$ cat config.mk
export PLATFORM = sky130hd
export DESIGN_NAME = mem_arbiter
export DESIGN_NICKNAME = d
export VERILOG_FILES = /design/src/rtl/mem_arbiter.sv
export SDC_FILE = /design/constraint.sdc
export NUM_CORES = 1
export LEC_CHECK = 0
export CORE_AREA = 2 2 546 548
export DETAILED_ROUTE_END_ITERATION = 16
export DIE_AREA = 0 0 548 550
export MAX_ROUTING_LAYER = met4
export PLACE_DENSITY_LB_ADDON = 0.25
export SLEW_MARGIN = 5
export SYNTH_ARGS = -nofsm -noshare
export SYNTH_HDL_FRONTEND = slang
export SYNTH_SLANG_ARGS = --single-unit
$ cat constraint.sdc
create_clock -name clk -period 22.7 [get_ports clk]
set_input_delay 4.54 -clock clk [delete_from_list [all_inputs] [get_ports clk]]
set_output_delay 4.54 -clock clk [all_outputs]
set_load 0.01 [all_outputs]
$ cat src/rtl/mem_arbiter.sv
// Purpose : arbitrates I-cache and D-cache line misses onto one physical memory port (optional round-robin: MEM_ARBITER_RR_EN).
// Latency : grant edge -> command next cycle; pmem_resp in cycle N -> *_pmem_resp in N+1, IDLE in N+2.
// Backpr. : requests are level-held; a requester simply waits (stalls) until its one-cycle resp pulse.
module mem_arbiter (
  input  logic         clk,
  input  logic         rst,
  // I-cache miss port
  input  logic         i_pmem_read,
  input  logic [31:0]  i_pmem_address,
  output logic [255:0] i_pmem_rdata,
  output logic         i_pmem_resp,
  // D-cache miss port
  input  logic         d_pmem_read,
  input  logic         d_pmem_write,
  input  logic [31:0]  d_pmem_address,
  input  logic [255:0] d_pmem_wdata,
  output logic [255:0] d_pmem_rdata,
  output logic         d_pmem_resp,
  // physical memory port
  output logic         pmem_read,
  output logic         pmem_write,
  output logic [31:0]  pmem_address,
  output logic [255:0] pmem_wdata,
  input  logic [255:0] pmem_rdata,
  input  logic         pmem_resp
);

  typedef enum logic [1:0] {
    IDLE   = 2'd0,
    I_BUSY = 2'd1,
    D_BUSY = 2'd2,
    DONE   = 2'd3
  } state_t;

  state_t         state;
  state_t         state_nxt;
  logic           grant_i;
  logic           grant_d;
  logic           i_pend;
  logic           d_pend;
  logic           busy;
  logic           cmd_write;
  logic [31:0]    cmd_addr;
  logic [255:0]   cmd_wdata;
  logic [255:0]   line_q;
  // 1 = last completed transaction served D, 0 = served I
  logic           last_grant_d;

  assign i_pend = i_pmem_read;
  assign d_pend = d_pmem_read | d_pmem_write;
  assign busy   = (state == I_BUSY) || (state == D_BUSY);

  // Next-state and grant decode; grants only exist in IDLE.
  always_comb begin
    state_nxt = state;
    grant_i   = 1'b0;
    grant_d   = 1'b0;
    case (state)
      IDLE: begin
        if (i_pend && d_pend) begin
`ifdef MEM_ARBITER_RR_EN
          // Tie goes to the side that was not served last.
          grant_d = ~last_grant_d;
          grant_i = last_grant_d;
`else
          // The MEM-stage access is older than the fetch, so D wins ties.
          grant_d = 1'b1;
`endif
        end else if (d_pend) begin
          grant_d = 1'b1;
        end else if (i_pend) begin
          grant_i = 1'b1;
        end
        if (grant_d)      state_nxt = D_BUSY;
        else if (grant_i) state_nxt = I_BUSY;
      end
      I_BUSY, D_BUSY: begin
        if (pmem_resp) state_nxt = DONE;
      end
      DONE:    state_nxt = IDLE;
      default: state_nxt = IDLE;
    endcase
  end

  // State register.
  always_ff @(posedge clk or posedge rst) begin
    if (rst) state <= IDLE;
    else     state <= state_nxt;
  end

  // Latch the winning request on the grant edge; write beats read on the D side.
  always_ff @(posedge clk or posedge rst) begin
    if (rst) begin
      cmd_write <= 1'b0;
      cmd_addr  <= 32'd0;
      cmd_wdata <= 256'd0;
    end else if (grant_d) begin
      cmd_write <= d_pmem_write;
      cmd_addr  <= d_pmem_address;
      cmd_wdata <= d_pmem_wdata;
    end else if (grant_i) begin
      cmd_write <= 1'b0;
      cmd_addr  <= i_pmem_address;
    end
  end

  // Capture returned line and the served side when memory completes.
  always_ff @(posedge clk or posedge rst) begin
    if (rst) begin
      line_q       <= 256'd0;
      last_grant_d <= 1'b1;
    end else if (busy && pmem_resp) begin
      line_q       <= pmem_rdata;
      last_grant_d <= (state == D_BUSY);
    end
  end

  // All outputs come from state or registers only.
  assign pmem_read    = busy & ~cmd_write;
  assign pmem_write   = busy & cmd_write;
  assign pmem_address = cmd_addr;
  assign pmem_wdata   = cmd_wdata;
  assign i_pmem_resp  = (state == DONE) & ~last_grant_d;
  assign d_pmem_resp  = (state == DONE) & last_grant_d;
  assign i_pmem_rdata = line_q;
  assign d_pmem_rdata = line_q;

endmodule

# After elaboration in Yosys (flattened, before gate mapping)
# Cells that the tools add are included.
[totals]
ff_bits = 548
in_bits = 582
output_inout_bits = 804
word_cells = 42
[op_classes]
eq_ne = 5
mux = 17
bitwise = 7
reduce_logical = 7
[op_table]
columns = ["operator", "count"]
rows = [
  ["$mux 32", 2],
  ["$mux 1", 11],
  ["$mux 2", 3],
  ["$pmux 2 s3", 1],
  ["$and 1x1->1", 4],
  ["$eq 2x2->1 const B", 2],
  ["$ne 3x3->1 const B", 1],
  ["$eq 2x1->1 const B", 1],
  ["$logic_and 1x1->1", 2],
  ["$logic_not 2->1", 1],
  ["$ne 2x2->1 const B", 1],
  ["$not 1->1", 2],
  ["$reduce_and 2->1", 1],
  ["$reduce_bool 2->1", 1],
  ["$reduce_or 2->1", 1],
  ["$logic_or 1x1->1", 1],
  ["$or 1x1->1", 1],
]

# Logic depth before layout (Yosys ltp)
[logic_depth]
ltp_word = 7
mapped_depth = 7
depth_no_buf = 5

# Least setup slack after synthesis
# No wires, ideal clock.
[synth_path]
path_type = "register to output"
startpoint = "register state[0]"
endpoint = "output port pmem_read"
arrival_ns = 0.999
t_required_ns = 18.160
setup_slack_ns = 17.161
stages_incl_launch_ff = 5
cell_sequence = "dfrtp_1 -> inv_1 -> ha_1 -> inv_1 -> nor2_1"
[synth_via]
elab_chain_cells = 3
[synth_rtl]
columns = ["element", "line", "rtl"]
rows = [
  ["from (decl)", "35", "state_t state;"],
  ["from (signal assigned)", "88", "else state <= state_nxt;"],
  ["$eq 2x1->1 or $eq 2x2->1 (tied branches)", "51", "assign busy = (state == I_BUSY) || (state == D_BUSY);"],
  ["$logic_or 1x1->1 (*)", "51", ""],
  ["$and 1x1->1 (*)", "119", "assign pmem_read = busy & ~cmd_write;"],
  ["to (decl)", "20", "output logic pmem_read,"],
]
# Mark *: on every way between the ends. The rest lies on a longest branch, timed or not.

# Worst setup path after layout
[layout_path]
startpoint = "input port d_pmem_read"
endpoint = "register cmd_wdata[41] (netlist: pmem_wdata[41])"
[layout_via]
elab_chain_cells = 5
[layout_rtl]
columns = ["element", "line", "rtl"]
rows = [
  ["from (decl)", "13", "input logic d_pmem_read,"],
  ["$or 1x1->1 (*)", "50", "assign d_pend = d_pmem_read | d_pmem_write;"],
  ["$mux 1 or $logic_and 1x1->1 (tied branches)", "69, 60", ""],
  ["$mux 1 (*)", "60", "if (i_pend && d_pend) begin"],
  ["$mux 1 (*) (2 in series)", "58", "case (state)"],
  ["to (signal assigned)", "100", "cmd_wdata <= d_pmem_wdata;"],
  ["to (decl)", "44", "logic [255:0] cmd_wdata;"],
]
# Mark *: on every way between the ends. The rest lies on a longest branch, timed or not. The select of a mux whose other input is x is not followed.
# A chain may end at the register's enable or synchronous reset.

==> results.cfg <==
[floorplanning]
fp.coreArea_um2 = 296000
io_pins = 1386
die_area_um2 = 301000
rows = 200
die_x_um = 548
floorplan.initialDensity_pct = 7.68
fp.dieH_um = 550

[clocking]
clock-root-buffer = clkbuf_16
hold_buffers = 0
cts-htree-levels = 3
cts_buffer_depth = 4
cts_resized = 0
clkTransAtPathRegs_ps = 60
post_cts_buffers = 0
cts_sinks = 548
cts_made_buffers = 84
clkLatencyLatePin_ps = 770
cts_tree = done

[power]
ir_drop_mv = 0.0771
power.static_leakage_nw = 15.6
power-per-cell-area_nw_per_um2 = 156

[worst_setup_path]
path_class = in -> reg
cp_max_fo = 134
slowest_stage = buf_4
cp_top_family = buffers and inverters
cp.required_ps = 23310
arrival_ps = 8700
max_stage_delay_ps = 850
worst_path_most_repeated_cell = buf_4
start_kind = primary input
cp_cell_sequence = clkdlybuf4s50_1, o21ai_4, buf_4, buf_12, buf_4, mux2_2
crit_buf_inv = 4
cp-end-kind = flop

[route]
wl_per_cell_um = 25.4
vias = 17848
dr.first_iter.drc_count = 719
drc_errors = 0
drt_wl_total_um = 171000
postRouteAntennaNets = 0
dr.pass1.iters = 4
viasPerCell = 2.65

[timing]
hold_viol_final = 0
maxSlewHeadroom_pct = 32.8
setup_viol_count_final = 0
fmax_ghz = 0.124
fin_crit_sh_pct = 35.6
finalSetupTns_ps = 0
rsz0062_at_grt = false
tightest_slew_ps = 1010
slew_viol_final = 0
skew_ps = 42.1
min_period_ps = 8090

[synthesis]
synth_sequential_area_ratio_pct = 60.4
yosysUniqueCellTypes = 26
synthSimpleGateAreaFrac_pct = 0.739
synth_nets = 2096
synth.avg_cell_area_um2 = 15.0
synthCells = 1511
ys_warn_count = 0
synth-compound-area-share_pct = 2.36
muxShareOfSynthArea_pct = 25.4
synth-adder-area-share_pct = 0.165
ys_ff_latch = 548
synth_top_family_by_area = multiplexers
synthesis.area_um2 = 22700
synth-xor-area-share_pct = 0

[placed_design]
port_buffers = 1385
dpl_cell_area_um2 = 39200
hpwlAfterDp_um = 145000
place.gp.congestion = 0.829

[cells_and_area]
syn2layout_area_growth_pct = 85.3
stdcell_area_um2 = 42100
drive_above_1_share_pct = 16.3
layout.nets = 3259

[global_routing]
antenna_found_initial = 141
first_global_vias = 18518
grt_pass1_wl_um = 213000
grt_overflow_total = 0
grtUsageTotal_pct = 11.2
grt_max_degree = 135

[job]
maxCapViolCount = 0

[outcome]
outcome = finished, final reports clean

[hold_path]
hold_class = reg -> reg
## path summary, 6_finish.rpt
check / startpoint / to / slack (ps) / cells past startpoint
worst max-delay path: d_pmem_read / pmem_wdata[41] / 14610 / 6
worst min-delay path: pmem_wdata[215] / pmem_wdata[215] / 500 / 1
worst max register to register: state[0] / pmem_wdata[41] / 18240 / 7
worst min register to register: pmem_wdata[215] / pmem_wdata[215] / 500 / 1
max in group asynchronous: rst / pmem_wdata[172] / 15000 / 6
min in group asynchronous: rst / d_pmem_rdata[83] / 4240 / 2
## through the flow
stage	total power [W]	utilization [%]	worst slack (ps)	cells	hold slack, ps
global route	0.00691	14.2	14440	6721	512
floorplan	0.00330	-	2840	1511	479
global placement	0.00531	13.3	13800	6527	487
detailed placement	0.00532	13.3	13800	6527	491
finish	0.00655	14.2	14610	6729	497
CTS	0.00672	14.2	14660	6673	504
## kinds of logic after synthesis
family,count (synthesis)
simple gates,41
mux,513
flops,548
buf+inv,331
fa+ha+maj,3
compound gates,75
## cell usage in the layout, fill, tap and decap left out, drive strengths merged
master	netlist	routed
clkinvlp	0	3
nand2	1	1
clkbuf	4	122
ha	3	3
or3b	1	1
a22o	1	1
inv	5	11
clkinv	0	11
o21ai	5	5
bufinv	0	4
o31a	1	1
dfrtp	547	547
o22ai	33	33
a221o	1	1
nor2b	1	1
a211oi	1	1
buf	322	18
diode	0	56
nor3	1	1
nor2	35	35
a21oi	33	33
clkdlybuf4s50	0	1385
dfstp	1	1
and2	2	2
mux2	513	513
## cell type report
type                            count  area (um^2)
Sequential cell                   548        13700
Inverter                            5         26.3
Multi-Input combinational cell    632         6540
Clock inverter                     24          299
Fill cell                       32935       253000
Tap cell                         3939         4930
Antenna cell                       56          140
Clock buffer                      122         2380
Timing Repair Buffer             1403        14000
## cells in the mapped netlist, drive strengths merged
cell type / number / area, um^2
buf: 322 / 2430
dfrtp: 547 / 13700
a211oi: 1 / 7.51
dfstp: 1 / 26.3
mux2: 513 / 5780
a221o: 1 / 10.0
nor3: 1 / 5.00
inv: 5 / 18.8
nand2: 1 / 3.75
o31a: 1 / 8.76
or3b: 1 / 8.76
a21oi: 33 / 165
a22o: 1 / 8.76
nor2: 35 / 131
clkbuf: 4 / 15.0
o21ai: 5 / 36.3
ha: 3 / 37.5
nor2b: 1 / 6.26
o22ai: 33 / 300
and2: 2 / 12.5
## state kept, by name, indices dropped and copies added, names as in the netlist
register	cells
state	2
cmd_write	1
last_grant_d	1
pmem_address	32
d_pmem_rdata	256
pmem_wdata	256
## metal layers
layer | track usage (%) | vias up | share of wire (%)
met2 | 16.7 | 1179 | 43
met5 | - | - | 0
met3 | 6.43 | 281 | 13
met4 | 2.86 | 0 | 2.9
met1 | 12.8 | 8974 | 41
li1 | - | 7414 | -
## power by group
group	total, W	internal (W)	switching [W]
Clock	0.00131	0.000777	0.000538
Combinational	0.00327	0.00180	0.00147
Sequential	0.00197	0.00149	0.000483
Total	0.00655	0.00407	0.00249
Note: power is estimated with default switching activity, not from simulation.
